===== config.mk =====
export PLATFORM = sky130hd
export DESIGN_NAME = audio_volume_ramp
export DESIGN_NICKNAME = d
export VERILOG_FILES = /design/src/rtl/audio_volume_ramp.sv
export SDC_FILE = /design/constraint.sdc
export NUM_CORES = 1
export LEC_CHECK = 0
export CORE_AREA = 4 4 250 191
export CTS_CLUSTER_DIAMETER = 40
export DETAILED_ROUTE_END_ITERATION = 16
export DIE_AREA = 0 0 254 195
export PLACE_DENSITY = 0.54
export SYNTH_ARGS = -nofsm -noshare
export SYNTH_HDL_FRONTEND = slang
export SYNTH_SLANG_ARGS = --single-unit
export TNS_END_PERCENT = 5

===== constraint.sdc =====
create_clock -name mclk -period 15.7 [get_ports mclk]
set_clock_uncertainty 0.05 [all_clocks]
set_input_delay 2.355 -clock mclk [delete_from_list [all_inputs] [get_ports mclk]]
set_output_delay 2.355 -clock mclk [all_outputs]
set_load 0.01 [all_outputs]

===== src/rtl/audio_volume_ramp.sv =====
// Stereo soft-volume stage: a gain register steps by STEP once per frame toward the
// mute-aware target, and a three-stage pipeline applies it to both channels with 16-bit saturation.
module audio_volume_ramp #(
    parameter logic [7:0] IN_POS = 8'd2,
    parameter logic [7:0] STEP   = 8'd1
) (
    input  logic               mclk,
    input  logic               rst_n,
    input  logic        [7:0]  cnt256_n,
    input  logic signed [15:0] ch1_in,
    input  logic signed [15:0] ch2_in,
    input  logic        [7:0]  target_gain,
    input  logic               mute,
    output logic signed [15:0] ch1_out,
    output logic signed [15:0] ch2_out,
    output logic               ramp_busy,
    output logic        [1:0]  o_dbg_state
);
    typedef enum logic [1:0] {
        ST_MUTED  = 2'd0,
        ST_STEADY = 2'd1,
        ST_RAMP   = 2'd2
    } state_t;

    // Stage positions wrap naturally in 8-bit arithmetic.
    localparam logic [7:0] MUL_POS = IN_POS + 8'd1;
    localparam logic [7:0] OUT_POS = IN_POS + 8'd2;

    state_t             r_state;
    state_t             w_state_next;
    logic        [7:0]  r_gain;
    logic        [7:0]  w_gain_next;
    logic        [7:0]  w_target;
    logic               r_busy;
    logic signed [15:0] r_s1_ch1;
    logic signed [15:0] r_s1_ch2;
    logic        [7:0]  r_s1_gain;
    logic signed [24:0] r_p1;
    logic signed [24:0] r_p2;
    logic signed [24:0] w_gain_x;
    logic               w_frame;
    logic               w_mul;
    logic               w_out;

    assign w_frame     = (cnt256_n == IN_POS);
    assign w_mul       = (cnt256_n == MUL_POS);
    assign w_out       = (cnt256_n == OUT_POS);
    assign w_gain_x    = 25'($signed({1'b0, r_s1_gain}));
    assign ramp_busy   = r_busy;
    assign o_dbg_state = r_state;

    // Shift by 7 (floor), then clamp to the 16-bit signed range.
    function automatic logic signed [15:0] sat16(input logic signed [24:0] p);
        logic signed [24:0] s;
        s = p >>> 7;
        if (s > 25'sd32767) begin
            sat16 = 16'sh7fff;
        end else if (s < -25'sd32768) begin
            sat16 = 16'sh8000;
        end else begin
            sat16 = s[15:0];
        end
    endfunction

    always_comb begin
        w_target     = mute ? 8'd0 : target_gain;
        w_gain_next  = r_gain;
        w_state_next = r_state;
        if (r_gain < w_target) begin
            w_gain_next = ((w_target - r_gain) <= STEP) ? w_target : (r_gain + STEP);
        end else if (r_gain > w_target) begin
            w_gain_next = ((r_gain - w_target) <= STEP) ? w_target : (r_gain - STEP);
        end
        if (w_gain_next != w_target) begin
            w_state_next = ST_RAMP;
        end else if (w_gain_next == 8'd0) begin
            w_state_next = ST_MUTED;
        end else begin
            w_state_next = ST_STEADY;
        end
    end

    always_ff @(posedge mclk or negedge rst_n) begin
        if (!rst_n) begin
            r_state <= ST_MUTED;
            r_gain  <= 8'd0;
            r_busy  <= 1'b0;
        end else if (w_frame) begin
            r_state <= w_state_next;
            r_gain  <= w_gain_next;
            r_busy  <= (w_state_next == ST_RAMP);
        end
    end

    // The pipeline captures the gain before this frame's update takes effect.
    always_ff @(posedge mclk or negedge rst_n) begin
        if (!rst_n) begin
            r_s1_ch1  <= '0;
            r_s1_ch2  <= '0;
            r_s1_gain <= '0;
            r_p1      <= '0;
            r_p2      <= '0;
            ch1_out   <= '0;
            ch2_out   <= '0;
        end else begin
            if (w_frame) begin
                r_s1_ch1  <= ch1_in;
                r_s1_ch2  <= ch2_in;
                r_s1_gain <= r_gain;
            end
            if (w_mul) begin
                r_p1 <= 25'(r_s1_ch1) * w_gain_x;
                r_p2 <= 25'(r_s1_ch2) * w_gain_x;
            end
            if (w_out) begin
                ch1_out <= sat16(r_p1);
                ch2_out <= sat16(r_p2);
            end
        end
    end

endmodule

Word-level counts from Yosys, hierarchy flattened
Index checks and enable logic that the tools add are counted.

Add/sub/neg operators: 4. $mul: 2. Magnitude comparators: 8. Eq/ne operators: 5. Multiplexer cells: 11. Reductions and logical operators: 1.

Operator list (count): $mux 16 (4); $mul 16x9->25 (2); $mux 8 (5); $gt 18x16->1 const B (2); $lt 18x16->1 const B (2); $eq 8x2->1 const B (2); $le 8x1->1 const B (2); $sub 8x8->8 (2); $add 8x1->8 const B (1); $eq 8x3->1 const B (1); $gt 8x8->1 (1); $logic_not 8->1 (1); $lt 8x8->1 (1); $ne 8x8->1 (1); $sub 8x1->8 const B (1); $eq 2x2->1 const B (1); $mux 2 (1); $mux 1 (1).

Flip-flop bits (word level): 133. Input bits: 51. Output and inout port bits: 35. Logic and storage cells: 41.

Longest topological paths before layout
Word-level depth: 10. Gate-level depth with buffers: 21. Gate-level depth less buffers: 20.

Least setup slack after synthesis
Ideal clock, no wire load.

Path kind: input port to flip-flop. From: input port mute. To: register r_state[0], in the netlist o_dbg_state[0]. Setup time: 0.134 ns. Arrival time: 5.513 ns. Required time: 15.516 ns. Path slack: 10.003 ns. Cell stages on the path: 16. Buffers on the path: 3. Path through: buf_2 nor2b_1 clkbuf_1 inv_1 ha_1 a21o_1 and3_4 a2111oi_4 xnor2_1 nor4_4 buf_6 mux2_1 a221oi_1 a21oi_1 nor4_1 a211oi_2.

Word-level cells in the longest chain between the ends: 9. Elaborated cells on any way between the ends: 15. Classes of those cells: add/sub: 2; order compare: 4; eq/ne: 1; mux: 7; reduce/logical: 1.

Ends and longest elaborated chain: start, declared (RTL line 13) `input logic mute,`; $mux 8 (*) (RTL line 66) `w_target = mute ? 8'd0 : target_gain;`; $sub 8x8->8 (RTL line 72) `w_gain_next = ((r_gain - w_target) <= STEP) ? w_target : (r_gain - STEP);`; $le 8x1->1 (RTL line 72); $mux 8 (RTL line 72); $mux 8 (RTL line 71) `end else if (r_gain > w_target) begin`; $mux 8 (RTL line 69) `if (r_gain < w_target) begin`; $logic_not 8->1 (RTL line 76) `end else if (w_gain_next == 8'd0) begin`; $mux 1 (RTL line 76); $mux 2 (*) (RTL line 74) `if (w_gain_next != w_target) begin`; end signal, assigned (RTL line 89) `r_state <= w_state_next;`; end, declared (RTL line 29) `state_t r_state;`.

Every way passes the cells marked *; elsewhere a longest branch is shown, timed or not. A chain may end at the register's enable or synchronous reset.

Worst setup path in the final report
Same ends and word-level chain as after synthesis.

==> results.py <==
metrics = {
    "clocking": {
        "postCtsSetupBuffers": 0,
        "hold_buffers": 0,
        "clock-sinks": 119,
        "h-tree-depth": 4,
        "cts-root-buf": "clkbuf_16",
        "numCtsBuffers": 17,
        "cts_tree": "done",
        "cts-resized-gates": 0,
        "path_clk_slew_ns": 0.06,
        "clockBufferDepth": 2,
        "worstSkewPairLatency_ns": 0.44,
    },
    "synth": {
        "synth-edff-count": 0,
        "synth_area_leader_cell": "fa_1",
        "synth-warning-count": 0,
        "ys_async_sr_fraction": 1.00,
        "syn_area_per_cell_um2": 8.33,
        "yosysUniqueCellTypes": 80,
        "synth_ff_type": "dfrtp_1",
        "syn_nets": 2239,
        "synth_top_cell_area_share": 0.260,
        "seq_area_frac_synth": 0.190,
        "synthCells": 1876,
        "synth.area.top_cells": "fa_1 26%, dfrtp_1 19%, nand2_1 9.2%",
        "synthesis.area_mm2": 0.0156,
        "synth-seq-cells": 119,
    },
    "cells_and_area": {
        "multi_input_area_mm2": 0.0110,
        "diodes": 0,
        "syn_to_final_growth_pct": 11.4,
        "fin_nets": 2252,
        "seq_area_mm2": 0.00298,
        "fillerInstances": 4740,
        "layout-drive-gt1-share": 0.0394,
    },
    "pwr": {
        "power.density_mw_per_mm2": 56.8,
        "p_leak_nw": 8.65,
        "vdd_ir_drop_max_uv": 43.6,
    },
    "floorplanning": {
        "die_h_um": 195,
        "coreArea_mm2": 0.0454,
        "die_w_um": 254,
        "die-area_mm2": 0.0495,
        "rows": 68,
        "start_util": 0.344,
        "pin_count": 86,
    },
    "worst_setup_path": {
        "crit_type": "input pin to flop",
        "rr_worst_depth": 20,
        "cp-end-kind": "flop",
        "timing.critical_path.arrival_ns": 6.85,
        "worstPathRequired_ns": 15.96,
        "worstPathMaxFanout": 25,
        "cp-start-kind": "input pin",
    },
    "detailed_routing": {
        "drt-initial-drc-count": 595,
        "drc_errors": 0,
        "dr.pass1.iters": 5,
        "wl_per_cell_um": 15.4,
        "viasPerCell": 4.74,
        "drt-total-wl_um": 38400,
        "route.vias.total": 11800,
        "ant_nets": 0,
    },
    "placed_design": {
        "dpl.hpwl_um": 30100,
        "place_congestion": 0.831,
        "port_buffers": 85,
        "pre_cts_ws_ns": 8.71,
    },
    "timing": {
        "tns_ns": 0,
        "hold_viol_final": 0,
        "relSlewSlack": 0.262,
        "rsz0062_at_grt": "no",
        "fin_ws_ns": 9.10,
        "period_share": 0.420,
        "fmax_mhz": 152,
        "setup_viol_count_final": 0,
        "worstMarginPinSlew_ns": 1.11,
        "slew_violations": 0,
        "fin_crit_ns": 6.60,
    },
    "min_path": {
        "whs_path_depth": 2,
        "min_path_type": "flop to flop",
    },
    "global_routing": {
        "grt_max_degree": 75,
        "grtUsageTotal": 0.161,
        "grt_overflow": 0,
        "grt_first_pass_wirelength_um": 64700,
        "grt_pass1_vias": 12000,
        "use_met2": 0.234,
        "use_met1": 0.255,
        "grt.busiest_layer": "met1",
        "use_met3": 0.0277,
        "grt_antenna_before_repair": 2,
    },
    "run_status": {
        "status": "finished clean",
    },
    "flow_run": {
        "cap_violations": 0,
    },
}
==> kinds of logic after synthesis <==
| group | after synthesis | synth area share |
|---|---|---|
| fa+ha+maj | 312 | 0.347 |
| mux | 13 | 0.00888 |
| buf+inv | 403 | 0.104 |
| xor+xnor | 62 | 0.0347 |
| flops | 119 | 0.190 |
| compound gates | 243 | 0.0952 |
| simple gates | 724 | 0.219 |
==> cell usage in the layout, fill, tap and decap left out, drive strengths merged, types with 19 or more instances in the layout <==
cell           netlist  routed
clkbuf              79      19
a21oi               34      34
o21ai              129     129
nor2                86      86
nand3               23      23
dfrtp              119     119
xnor2               41      41
xor2                21      21
and2               139     139
clkdlybuf4s50        0      84
ha                 109     109
fa                 203     203
nand2              385     385
inv                298     301
==> path summary, 6_finish.rpt <==
path | startpoint | endpoint | slack, ns
min in group asynchronous | rst_n | ch1_out[13]$_DFFE_PN0N_ | 2.03
setup / recovery | mute | o_dbg_state[0]$_DFFE_PN0N_ | 9.10
hold / removal | ch2_out[4]$_DFFE_PN0N_ | ch2_out[4]$_DFFE_PN0N_ | 0.43
max in group asynchronous | rst_n | r_s1_ch2[5]$_DFFE_PN0N_ | 12.38
hold reg to reg | ch2_out[4]$_DFFE_PN0N_ | ch2_out[4]$_DFFE_PN0N_ | 0.43
setup reg to reg | r_s1_gain[0]$_DFFE_PN0N_ | r_p2[24]$_DFFE_PN0N_ | 9.60
==> cells in the mapped netlist (7+ instances only) <==
| library cell | count |
|---|---|
| o31ai_1 | 10 |
| buf_2 | 8 |
| nor3_1 | 17 |
| a21oi_1 | 33 |
| o21ai_0 | 119 |
| dfrtp_1 | 119 |
| fa_1 | 203 |
| a31oi_1 | 8 |
| nand3_1 | 23 |
| a21o_1 | 11 |
| nand2b_1 | 12 |
| buf_1 | 9 |
| xor2_1 | 21 |
| clkbuf_1 | 73 |
| ha_1 | 109 |
| nor2b_1 | 10 |
| xnor2_1 | 41 |
| nand2_1 | 385 |
| inv_1 | 297 |
| and2_1 | 137 |
| o21ai_1 | 10 |
| nor2_1 | 86 |
| nor4_1 | 7 |
==> cell type report <==
| cell class | instances | area share |
|---|---|---|
| sequential | 119 | 0.171 |
| inverter | 300 | 0.0647 |
| timing repair buffer | 97 | 0.0539 |
| tap | 595 | 0.0428 |
| clock inverter | 13 | 0.00834 |
| multi-input combinational | 1354 | 0.634 |
| clock buffer | 19 | 0.0254 |
==> routing by layer <==
| layer | routed length [um] | up-vias |
|---|---|---|
| li1 | - | 5851 |
| met1 | 20700 | 5748 |
| met2 | 15800 | 211 |
| met3 | 1640 | 21 |
| met4 | 257 | 0 |
| met5 | 0 | - |
==> worst max-delay path, stage by stage <==
cell             delay (ns)
clkdlybuf4s50_1        0.70
nor2b_1                0.75
inv_1                  0.15
ha_1                   0.33
a21o_1                 0.20
and3_4                 0.19
a2111oi_4              0.28
xnor2_1                0.14
nor4_4                 0.15
buf_4                  0.33
mux2_1                 0.38
a221oi_1               0.30
a21oi_1                0.10
nor4_1                 0.34
a211oi_2               0.13
==> sequential cells by signal (all words and copies together), names as in the netlist <==
register / flops
r_s1_ch2: 16
ch1_out: 16
r_s1_ch1: 16
r_p1: 18
r_gain: 8
r_p2: 18
ramp_busy: 1
o_dbg_state: 2
r_s1_gain: 8
ch2_out: 16
==> power by group <==
part / switching, W / total, W / internal (W)
Clock: 0.000153 / 0.000392 / 0.000238
Sequential: 0.0000382 / 0.000357 / 0.000319
Combinational: 0.000143 / 0.000240 / 0.0000972
Total: 0.000334 / 0.000989 / 0.000654
==> per-stage QoR <==
step / cells / utilization / total power (W) / instance area [um2] / hold WS [ns]
floorplan: 1876 / - / 0.000519 / 15600 / 0.422
global placement: 2465 / 0.370 / 0.000602 / 16800 / 0.410
detailed placement: 2465 / 0.370 / 0.000603 / 16800 / 0.416
CTS: 2497 / 0.383 / 0.00100 / 17400 / 0.431
global route: 2497 / 0.383 / 0.00105 / 17400 / 0.453
finish: 2497 / 0.383 / 0.000989 / 17400 / 0.426
Note: power is estimated with default switching activity, not from simulation.
